--- src/rtl/mux_scan_pkg.sv ---
// Shared state type, channel constants and channel-search helper for the mux scan sequencer.
package mux_scan_pkg;

   localparam int unsigned NUM_CH = 4;
   localparam int unsigned SEL_W  = 2;

   typedef enum logic [1:0] {
      StIdle,
      StSettle,
      StSample,
      StHold
   } scan_state_e;

   // Returns {found, index} of the lowest unmasked channel at or above lo.
   function automatic logic [SEL_W:0] next_unmasked(input logic [NUM_CH-1:0] mask, input int lo);
      logic [SEL_W:0] r;
      r = '0;
      for (int i = int'(NUM_CH) - 1; i >= 0; i--) begin
         if (i >= lo && !mask[i]) r = {1'b1, SEL_W'(i)};
      end
      return r;
   endfunction

endpackage

--- src/rtl/mux_scan_settle_cnt.sv ---
// Loadable settle down-counter; done is high while the count is zero.
module mux_scan_settle_cnt #(
   parameter int unsigned CNT_W = 4
) (
   input  logic             clk,
   input  logic             rst,
   input  logic             load,
   input  logic             en,
   input  logic [CNT_W-1:0] load_val,
   output logic             done
);

   logic [CNT_W-1:0] count;

   always_ff @(posedge clk or posedge rst) begin
      if (rst) begin
         count <= '0;
      end else if (load) begin
         count <= load_val;
      end else if (en && !done) begin
         count <= count - 1'b1;
      end
   end

   assign done = (count == '0);

endmodule

--- src/rtl/mux4_scan_sequencer.sv ---
// Scans a 4:1 mux channel by channel and offers the sampled 4-bit frame on valid/ready.
// Optional channel skipping via `define MUX_SCAN_MASK_EN (adds the ch_mask port).
module mux4_scan_sequencer
   import mux_scan_pkg::*;
#(
   parameter int unsigned SETTLE_CYCLES = 2,
   parameter int unsigned CNT_W         = 4
) (
   input  logic              clk,
   input  logic              rst,
   input  logic              start,
   input  logic              y,
   output logic              s1,
   output logic              s0,
   output logic              busy,
   output logic [NUM_CH-1:0] frame,
   output logic              frame_valid,
   input  logic              frame_ready,
   output logic              overrun
`ifdef MUX_SCAN_MASK_EN
   ,
   input  logic [NUM_CH-1:0] ch_mask
`endif
);

   scan_state_e       state;
   logic [SEL_W-1:0]  ch;
   logic [NUM_CH-1:0] start_mask;
   logic [NUM_CH-1:0] mask_q;
   logic [SEL_W:0]    start_pick;
   logic [SEL_W:0]    next_pick;
   logic              cnt_load;
   logic              cnt_en;
   logic              cnt_done;

`ifdef MUX_SCAN_MASK_EN
   assign start_mask = ch_mask;

   always_ff @(posedge clk or posedge rst) begin
      if (rst) begin
         mask_q <= '0;
      end else if (state == StIdle && start) begin
         mask_q <= ch_mask;
      end
   end
`else
   assign start_mask = '0;
   assign mask_q     = '0;
`endif

   always_comb begin
      start_pick = next_unmasked(start_mask, 0);
      next_pick  = next_unmasked(mask_q, int'(ch) + 1);
      cnt_load   = ((state == StIdle) && start && start_pick[SEL_W]) ||
                   ((state == StSample) && next_pick[SEL_W]);
      cnt_en     = (state == StSettle);
   end

   mux_scan_settle_cnt #(
      .CNT_W (CNT_W)
   ) u_settle_cnt (
      .clk      (clk),
      .rst      (rst),
      .load     (cnt_load),
      .en       (cnt_en),
      .load_val (CNT_W'(SETTLE_CYCLES - 1)),
      .done     (cnt_done)
   );

   always_ff @(posedge clk or posedge rst) begin
      if (rst) begin
         state       <= StIdle;
         ch          <= '0;
         {s1, s0}    <= '0;
         frame       <= '0;
         frame_valid <= 1'b0;
         busy        <= 1'b0;
         overrun     <= 1'b0;
      end else begin
         unique case (state)
            StIdle: begin
               if (start) begin
                  busy  <= 1'b1;
                  frame <= '0;
                  if (start_pick[SEL_W]) begin
                     state    <= StSettle;
                     ch       <= start_pick[SEL_W-1:0];
                     {s1, s0} <= start_pick[SEL_W-1:0];
                  end else begin
                     // Everything masked: one pass through SAMPLE gives the 1-cycle floor.
                     state    <= StSample;
                     ch       <= '0;
                     {s1, s0} <= '0;
                  end
               end
            end
            StSettle: begin
               if (cnt_done) state <= StSample;
            end
            StSample: begin
               frame[ch] <= y & ~mask_q[ch];
               if (next_pick[SEL_W]) begin
                  state    <= StSettle;
                  ch       <= next_pick[SEL_W-1:0];
                  {s1, s0} <= next_pick[SEL_W-1:0];
               end else begin
                  state       <= StHold;
                  frame_valid <= 1'b1;
               end
            end
            StHold: begin
               if (frame_ready) begin
                  state       <= StIdle;
                  frame_valid <= 1'b0;
                  busy        <= 1'b0;
                  ch          <= '0;
                  {s1, s0}    <= '0;
               end
            end
            default: state <= StIdle;
         endcase

         // A start coinciding with the accepting edge is itself an overrun.
         if (state == StHold && frame_ready) begin
            overrun <= start;
         end else if (state != StIdle && start) begin
            overrun <= 1'b1;
         end
      end
   end

endmodule
--- config.mk ---
export PLATFORM = sky130hd
export DESIGN_NAME = mux4_scan_sequencer
export DESIGN_NICKNAME = d
export VERILOG_FILES = /design/src/rtl/mux_scan_pkg.sv /design/src/rtl/mux_scan_settle_cnt.sv /design/src/rtl/mux4_scan_sequencer.sv
export SDC_FILE = /design/constraint.sdc
export NUM_CORES = 1
export LEC_CHECK = 0
export BUFFER_PORTS_ARGS = -buffer_cell sky130_fd_sc_hd__buf_4
export CAP_MARGIN = 5
export CORE_ASPECT_RATIO = 1.1
export CORE_MARGIN = 2
export CORE_UTILIZATION = 29
export DETAILED_ROUTE_END_ITERATION = 8
export PLACE_DENSITY = 0.46
export SLEW_MARGIN = 10
export SYNTH_ARGS = -nofsm -noshare
export SYNTH_HDL_FRONTEND = slang
export SYNTH_HIERARCHICAL = 1
export SYNTH_SLANG_ARGS = --single-unit
--- constraint.sdc ---
create_clock -name clk -period 5.9 [get_ports clk]
set_clock_uncertainty 0.2 [all_clocks]
set_input_delay 0.295 -clock clk [delete_from_list [all_inputs] [get_ports clk]]
set_output_delay 0.295 -clock clk [all_outputs]
set_load 0.01 [all_outputs]
==> results.json, run 1 <==
{
  "rows": 21,
  "leakagePower_nw": 0.4958,
  "ys_types": 38,
  "vias": 707,
  "fin_tns_setup_ns": 0,
  "min_to": "frame_valid",
  "setup_viol": 0,
  "cp_cell_sequence": "ha_1, nor2b_1, a21oi_1, nor2_1, nor3_1, a221o_1",
  "yosysSeqAreaShare_pct": 41.61,
  "use_met2_pct": 18.53,
  "root_buffer": "clkbuf_4",
  "regToRegSetupSlack_ns": 3.79,
  "h-tree-depth": 1,
  "antenna_found_initial": 0,
  "clock_path_buffers": 2,
  "drt_iter0_drc": 26,
  "cp_data_arrival_time_ns": 2.07,
  "fill_cells": 325,
  "grt_pass1_wl_um": 3312,
  "period_minus_slack_ns": 2.106,
  "dpl.hpwl_um": 1358,
  "grt_max_degree": 15,
  "power_frac_seq_pct": 40.5,
  "avgSynthCellArea_sq_um": 9.300,
  "final_common_cell": "dfrtp_1",
  "clk_latency_ns": 0.28,
  "netlist_top_cells_area": "dfrtp_1, ha_1, nand2_1, mux2i_1, o21ai_1",
  "cp_max_fo": 9,
  "synth_edf_count": 0,
  "swShare_pct": 40.55,
  "layout_common_cells": "dfrtp_1, nand2_1, buf_4",
  "ys_ff_latch": 15,
  "r2r_cells": 6,
  "synthesis.area_sq_um": 902.1,
  "wl_per_cell_um": 12.21,
  "r2r_start": "ch[0]",
  "yosys.area.top_type": "dfrtp_1",
  "relSlewSlack_pct": 64.11,
  "die_w_um": 57.18,
  "hp-class": "primary input to flop",
  "cts_made_buffers": 3,
  "antenna_cells": 0,
  "vdd_ir_drop_max_mv": 0.2035,
  "die_area_sq_um": 3573,
  "numClockSinks": 15,
  "finalWeightedCongestion": 0.7173,
  "slowest_delay_ns": 0.48,
  "yosys_warnings": 6,
  "async_flop_share_pct": 100.0,
  "min_from": "frame_ready",
  "core_sq_um": 2995,
  "clk_pin_slew_worst_paths_ns": 0.09,
  "p_int_uw": 285.9,
  "layout.nets": 126,
  "worst-setup-path-type": "flop to flop",
  "drv_cap": 0,
  "chipHeight_um": 62.50,
  "port_buffers": 13,
  "r2r_end": "u_settle_cnt/count[3]",
  "drt_drc_violations_left": 0,
  "io-pin-count": 14,
  "synth_ff_type": "dfrtp_1",
  "area_growth_pct": 18.03,
  "status": "complete, no violations",
  "grtUsageTotal_pct": 11.84,
  "drive_gt1_share_pct": 21.05,
  "initial_core_util_pct": 30.12,
  "fmax_mhz": 474.8,
  "crit_required_ns": 5.87,
  "fin_crit_sh_pct": 35.70,
  "top_usage_layer": "met2",
  "yosysTopAreaCellShare_pct": 41.61,
  "cpMaxStageDelayCell": "dfrtp_1",
  "p_clk_share_pct": 12.1,
  "p_switching_uw": 195.0,
  "final_util_pct": 35.55,
  "drt_wl_total_um": 1807,
  "p_per_area_nw_per_um2": 451.7,
  "min_path_cells": 4,
  "grt-ovfl-total": 0,
  "grtUsageMet1_pct": 15.97,
  "rsz0062_at_grt": "no",
  "met3_usage_pct": 1.863,
  "synthCells": 97,
  "cts_setup_buffers": 0,
  "pwr-share-comb_pct": 47.4,
  "cts_tree": "done",
  "worst_setup_path_end_kind": "flop",
  "maxSlewViolCount": 0,
  "hold_viol_final": 0,
  "worst_slew_pin_slew_ns": 0.5363,
  "grt_pass1_vias": 708,
  "via_per_inst": 4.777,
  "drtAntennaViolNets": 0,
  "critPathLaunchType": "flop",
  "first_pass_iters": 4
}
==> stage by stage <==
step | setup slack (ns) | cells | area [sq um] | total power, mW | hold slack (ns)
2_1_floorplan | 4.003 | 99 | 909.6 | 0.3585 | -0.1389
3_3_place_gp | 3.886 | 143 | 1027 | 0.4260 | 0.005368
3_5_place_dp | 3.788 | 143 | 1027 | 0.4307 | 0.007294
4_1_cts | 3.781 | 148 | 1065 | 0.4918 | 0.09469
5_1_grt | 3.504 | 148 | 1065 | 0.5357 | 0.1017
6_report | 3.794 | 148 | 1065 | 0.4809 | 0.1035
==> cells by family after synthesis <==
| group | count (synthesis) | share of synthesized area, % |
|---|---|---|
| AO/OA/AOI/OAI | 25 | 17.34 |
| adder cells (fa/ha/maj) | 6 | 8.322 |
| buffers and inverters | 12 | 6.242 |
| flip-flops | 15 | 41.61 |
| multiplexers | 4 | 4.438 |
| other | 2 | 0.8325 |
| AND/OR/NAND/NOR | 33 | 21.22 |
==> cells in the mapped netlist, types with 2 or more instances <==
| cell | count |
|---|---|
| mux2i_1 | 4 |
| o21ai_1 | 7 |
| a21oi_1 | 5 |
| dfrtp_1 | 15 |
| nor2_1 | 4 |
| inv_2 | 2 |
| o21ai_0 | 3 |
| nor2b_1 | 3 |
| conb_1 | 2 |
| inv_1 | 7 |
| ha_1 | 6 |
| nand2_1 | 13 |
==> power groups by stage <==
stage | combinational (mW) | clock, mW | sequential, mW
2_1_floorplan | 0.168 | 0 | 0.190
3_3_place_gp | 0.229 | 0 | 0.197
3_5_place_dp | 0.233 | 0 | 0.198
4_1_cts | 0.233 | 0.0624 | 0.196
5_1_grt | 0.264 | 0.0671 | 0.205
6_report | 0.228 | 0.0583 | 0.195
==> final cells by class <==
class | instances | area (sq um) | share of cell area, %
Clock inverter | 1 | 5.005 | 0.4700
Multi-Input combinational cell | 72 | 478.0 | 44.89
Clock buffer | 3 | 22.52 | 2.115
Tap cell | 34 | 42.54 | 3.995
Inverter | 9 | 33.78 | 3.173
Sequential cell | 15 | 375.4 | 35.25
Timing Repair Buffer | 14 | 107.6 | 10.11
==> metal layers <==
metal / share of wire [%] / vias to the layer above / routed length, um
met4: 1.1 / 0 / 20
met2: 47 / 12 / 857
li1: - / 361 / -
met1: 48 / 332 / 869
met5: 0 / - / 0
met3: 3.3 / 2 / 60
==> registers in the layout, indices dropped and copies added, names as in the netlist <==
| signal | count |
|---|---|
| busy | 1 |
| ch | 2 |
| frame | 4 |
| frame_valid | 1 |
| overrun | 1 |
| state | 2 |
| u_settle_cnt/count | 4 |
==> repair_timing <==
item                      CTS  global route
resized for setup           0             0
hold endpoints to repair   15             0
hold buffers                1             0
==> worst max-delay path by stage <==
| stage | slack (ns) | to | start | cells past startpoint |
|---|---|---|---|---|
| after detailed placement | 3.79 | u_settle_cnt/count[3] | ch[0] | 6 |
| after global routing | 3.50 | u_settle_cnt/count[3] | ch[0] | 6 |
| after global placement | 3.89 | u_settle_cnt/count[3] | ch[0] | 6 |
| after CTS | 3.78 | u_settle_cnt/count[3] | ch[0] | 6 |
| after floorplan | 4.00 | u_settle_cnt/count[3] | ch[0] | 7 |
| final | 3.79 | u_settle_cnt/count[3] | ch[0] | 6 |
==> critical path: cells and delay by family, from the launching register on <==
| kind | cells | cell delay [ns] |
|---|---|---|
| compound gates | 2 | 0.39 |
| fa+ha+maj | 1 | 0.29 |
| flops | 1 | 0.48 |
| simple gates | 3 | 0.64 |
(Power assumes the default switching activity.)
==> inputs of run 2 (changes only) <==
- clock period: 5.9 -> 2.17 ns (I/O delays scaled with it)
==> results.json, run 2 (synthesis results as in run 1) <==
{
  "status": "complete, no violations",
  "worst-setup-path-type": "flop to flop",
  "clock_path_buffers": 2,
  "drt_wl_total_um": 1821,
  "postCtsHoldBufs": 3,
  "cp_max_fo": 6,
  "power_frac_seq_pct": 37.8,
  "numClockSinks": 15,
  "swShare_pct": 40.01,
  "drt_drc_violations_left": 0,
  "via_per_inst": 4.838,
  "core_sq_um": 2995,
  "hold_viol_final": 0,
  "grt-ovfl-total": 0,
  "cts_tree": "done",
  "cts_setup_buffers": 0,
  "worst-path-buf-inv": 0,
  "clk_latency_ns": 0.29,
  "pwr-share-comb_pct": 50.0,
  "finalWeightedCongestion": 0.7859,
  "die_w_um": 57.18,
  "grt_pass1_vias": 777,
  "chipHeight_um": 62.50,
  "fin_tns_setup_ns": 0,
  "antenna_cells": 0,
  "fill_cells": 342,
  "placed_cell_area_sq_um": 1057,
  "h-tree-depth": 1,
  "crit_end": "u_settle_cnt/count[3]",
  "cp_data_arrival_time_ns": 1.88,
  "layout.nets": 132,
  "p_switching_uw": 542.3,
  "cp_top_family": "simple AND/OR/NAND/NOR gates",
  "rsz0062_at_grt": "no",
  "cts_made_buffers": 3,
  "crit_start": "ch[1]",
  "wl_per_cell_um": 11.82,
  "critPathLaunchType": "flop",
  "die_area_sq_um": 3573,
  "antenna_found_initial": 0,
  "cp_num_cells": 6,
  "io-pin-count": 14,
  "largestRegisters": "frame: 4 flops, u_settle_cnt/count: 4 flops",
  "final_common_cell": "buf_4",
  "p_int_uw": 813.2,
  "regToRegSetupSlack_ns": 0.27,
  "area_growth_pct": 23.58,
  "layout_common_cells": "buf_4, dfrtp_1, nand2_1",
  "cp_cell_sequence": "ha_1, nor2b_1, a21oi_1, nor2_1, nor3_1, a221o_1",
  "root_buffer": "clkbuf_4",
  "setup_viol": 0,
  "period_minus_slack_ns": 1.895,
  "p_per_area_nw_per_um2": 1216,
  "dpl.hpwl_um": 1374,
  "drtAntennaViolNets": 0,
  "drt_iter0_drc": 12,
  "maxSlewViolCount": 0,
  "vdd_ir_drop_max_mv": 0.6513,
  "drive_gt1_share_pct": 23.33,
  "first_pass_iters": 4,
  "hp-class": "primary input to asynchronous set/reset pin",
  "port_buffers": 13,
  "initial_core_util_pct": 30.12,
  "grt_max_degree": 14,
  "p_clk_share_pct": 12.3,
  "grtUsageTotal_pct": 11.99,
  "cpMaxStageDelayCell": "dfrtp_1",
  "r2r_cells": 6,
  "leakagePower_nw": 0.5247,
  "vias": 745,
  "drv_cap": 0,
  "stdcell_area_sq_um": 1115,
  "r2r_start": "ch[1]",
  "worst_setup_path_end_kind": "flop",
  "clk_pin_slew_worst_paths_ns": 0.10,
  "grt_pass1_wl_um": 3443,
  "r2r_end": "u_settle_cnt/count[3]",
  "fin_crit_sh_pct": 87.34,
  "rows": 21,
  "slowest_delay_ns": 0.45,
  "fmax_mhz": 527.6,
  "cts_resized": 0,
  "crit_required_ns": 2.15
}
## run 2: worst min-delay path by stage
stage                     startpoint                    end  slack (ns)  cells past startpoint
after floorplan                  rst  u_settle_cnt/count[0]       -0.33                      1
after global placement           rst  u_settle_cnt/count[3]       -0.17                      2
after detailed placement         rst  u_settle_cnt/count[3]       -0.17                      2
after CTS                        rst  u_settle_cnt/count[3]        0.06                      3
after global routing             rst  u_settle_cnt/count[1]        0.07                      3
final                            rst  u_settle_cnt/count[2]        0.06                      3
## run 2: tightest hold or removal path, cell delays in order
cell and delay, ns:
dlygate4sd3_1 0.53, buf_4 0.13, inv_1 0.14
## run 2: layout make-up
class / count / area [sq um] / share of cell area [%]
multi-input cells: 72 / 478.0 / 42.87
well taps: 34 / 42.54 / 3.816
repair buffers: 20 / 157.7 / 14.14
clock inverters: 1 / 5.005 / 0.4489
clock buffers: 3 / 22.52 / 2.020
inverters: 9 / 33.78 / 3.030
flip-flops and latches: 15 / 375.4 / 33.67
## run 2: stage by stage
stage               setup slack [ns]  hold WS [ns]  instances  power [mW]  util [%]
global route                  0.1012       0.07148        154       1.502     37.22
CTS                           0.2393       0.05865        154       1.378     37.22
finish                        0.2746       0.06272        154       1.355     37.22
global placement              0.2445       -0.1742        147       1.191     35.30
detailed placement            0.2599       -0.1718        147       1.201     35.30
floorplan                     0.2729       -0.3254         99      0.9747         -
## run 2: power groups by stage
stage	Sequential (mW)	Combinational (mW)	Clock, mW
after CTS	0.517	0.686	0.175
after global routing	0.537	0.774	0.191
after global placement	0.518	0.673	0
after floorplan	0.517	0.457	0
final	0.512	0.678	0.166
after detailed placement	0.521	0.681	0
## run 2: per-layer routing
layer,vias up,share of wire (%),GRT usage [%]
li1,378,-,-
met1,354,44,14.86
met2,9,52,20.69
met3,4,3.1,1.863
met4,0,1.3,4.360
met5,-,0,0
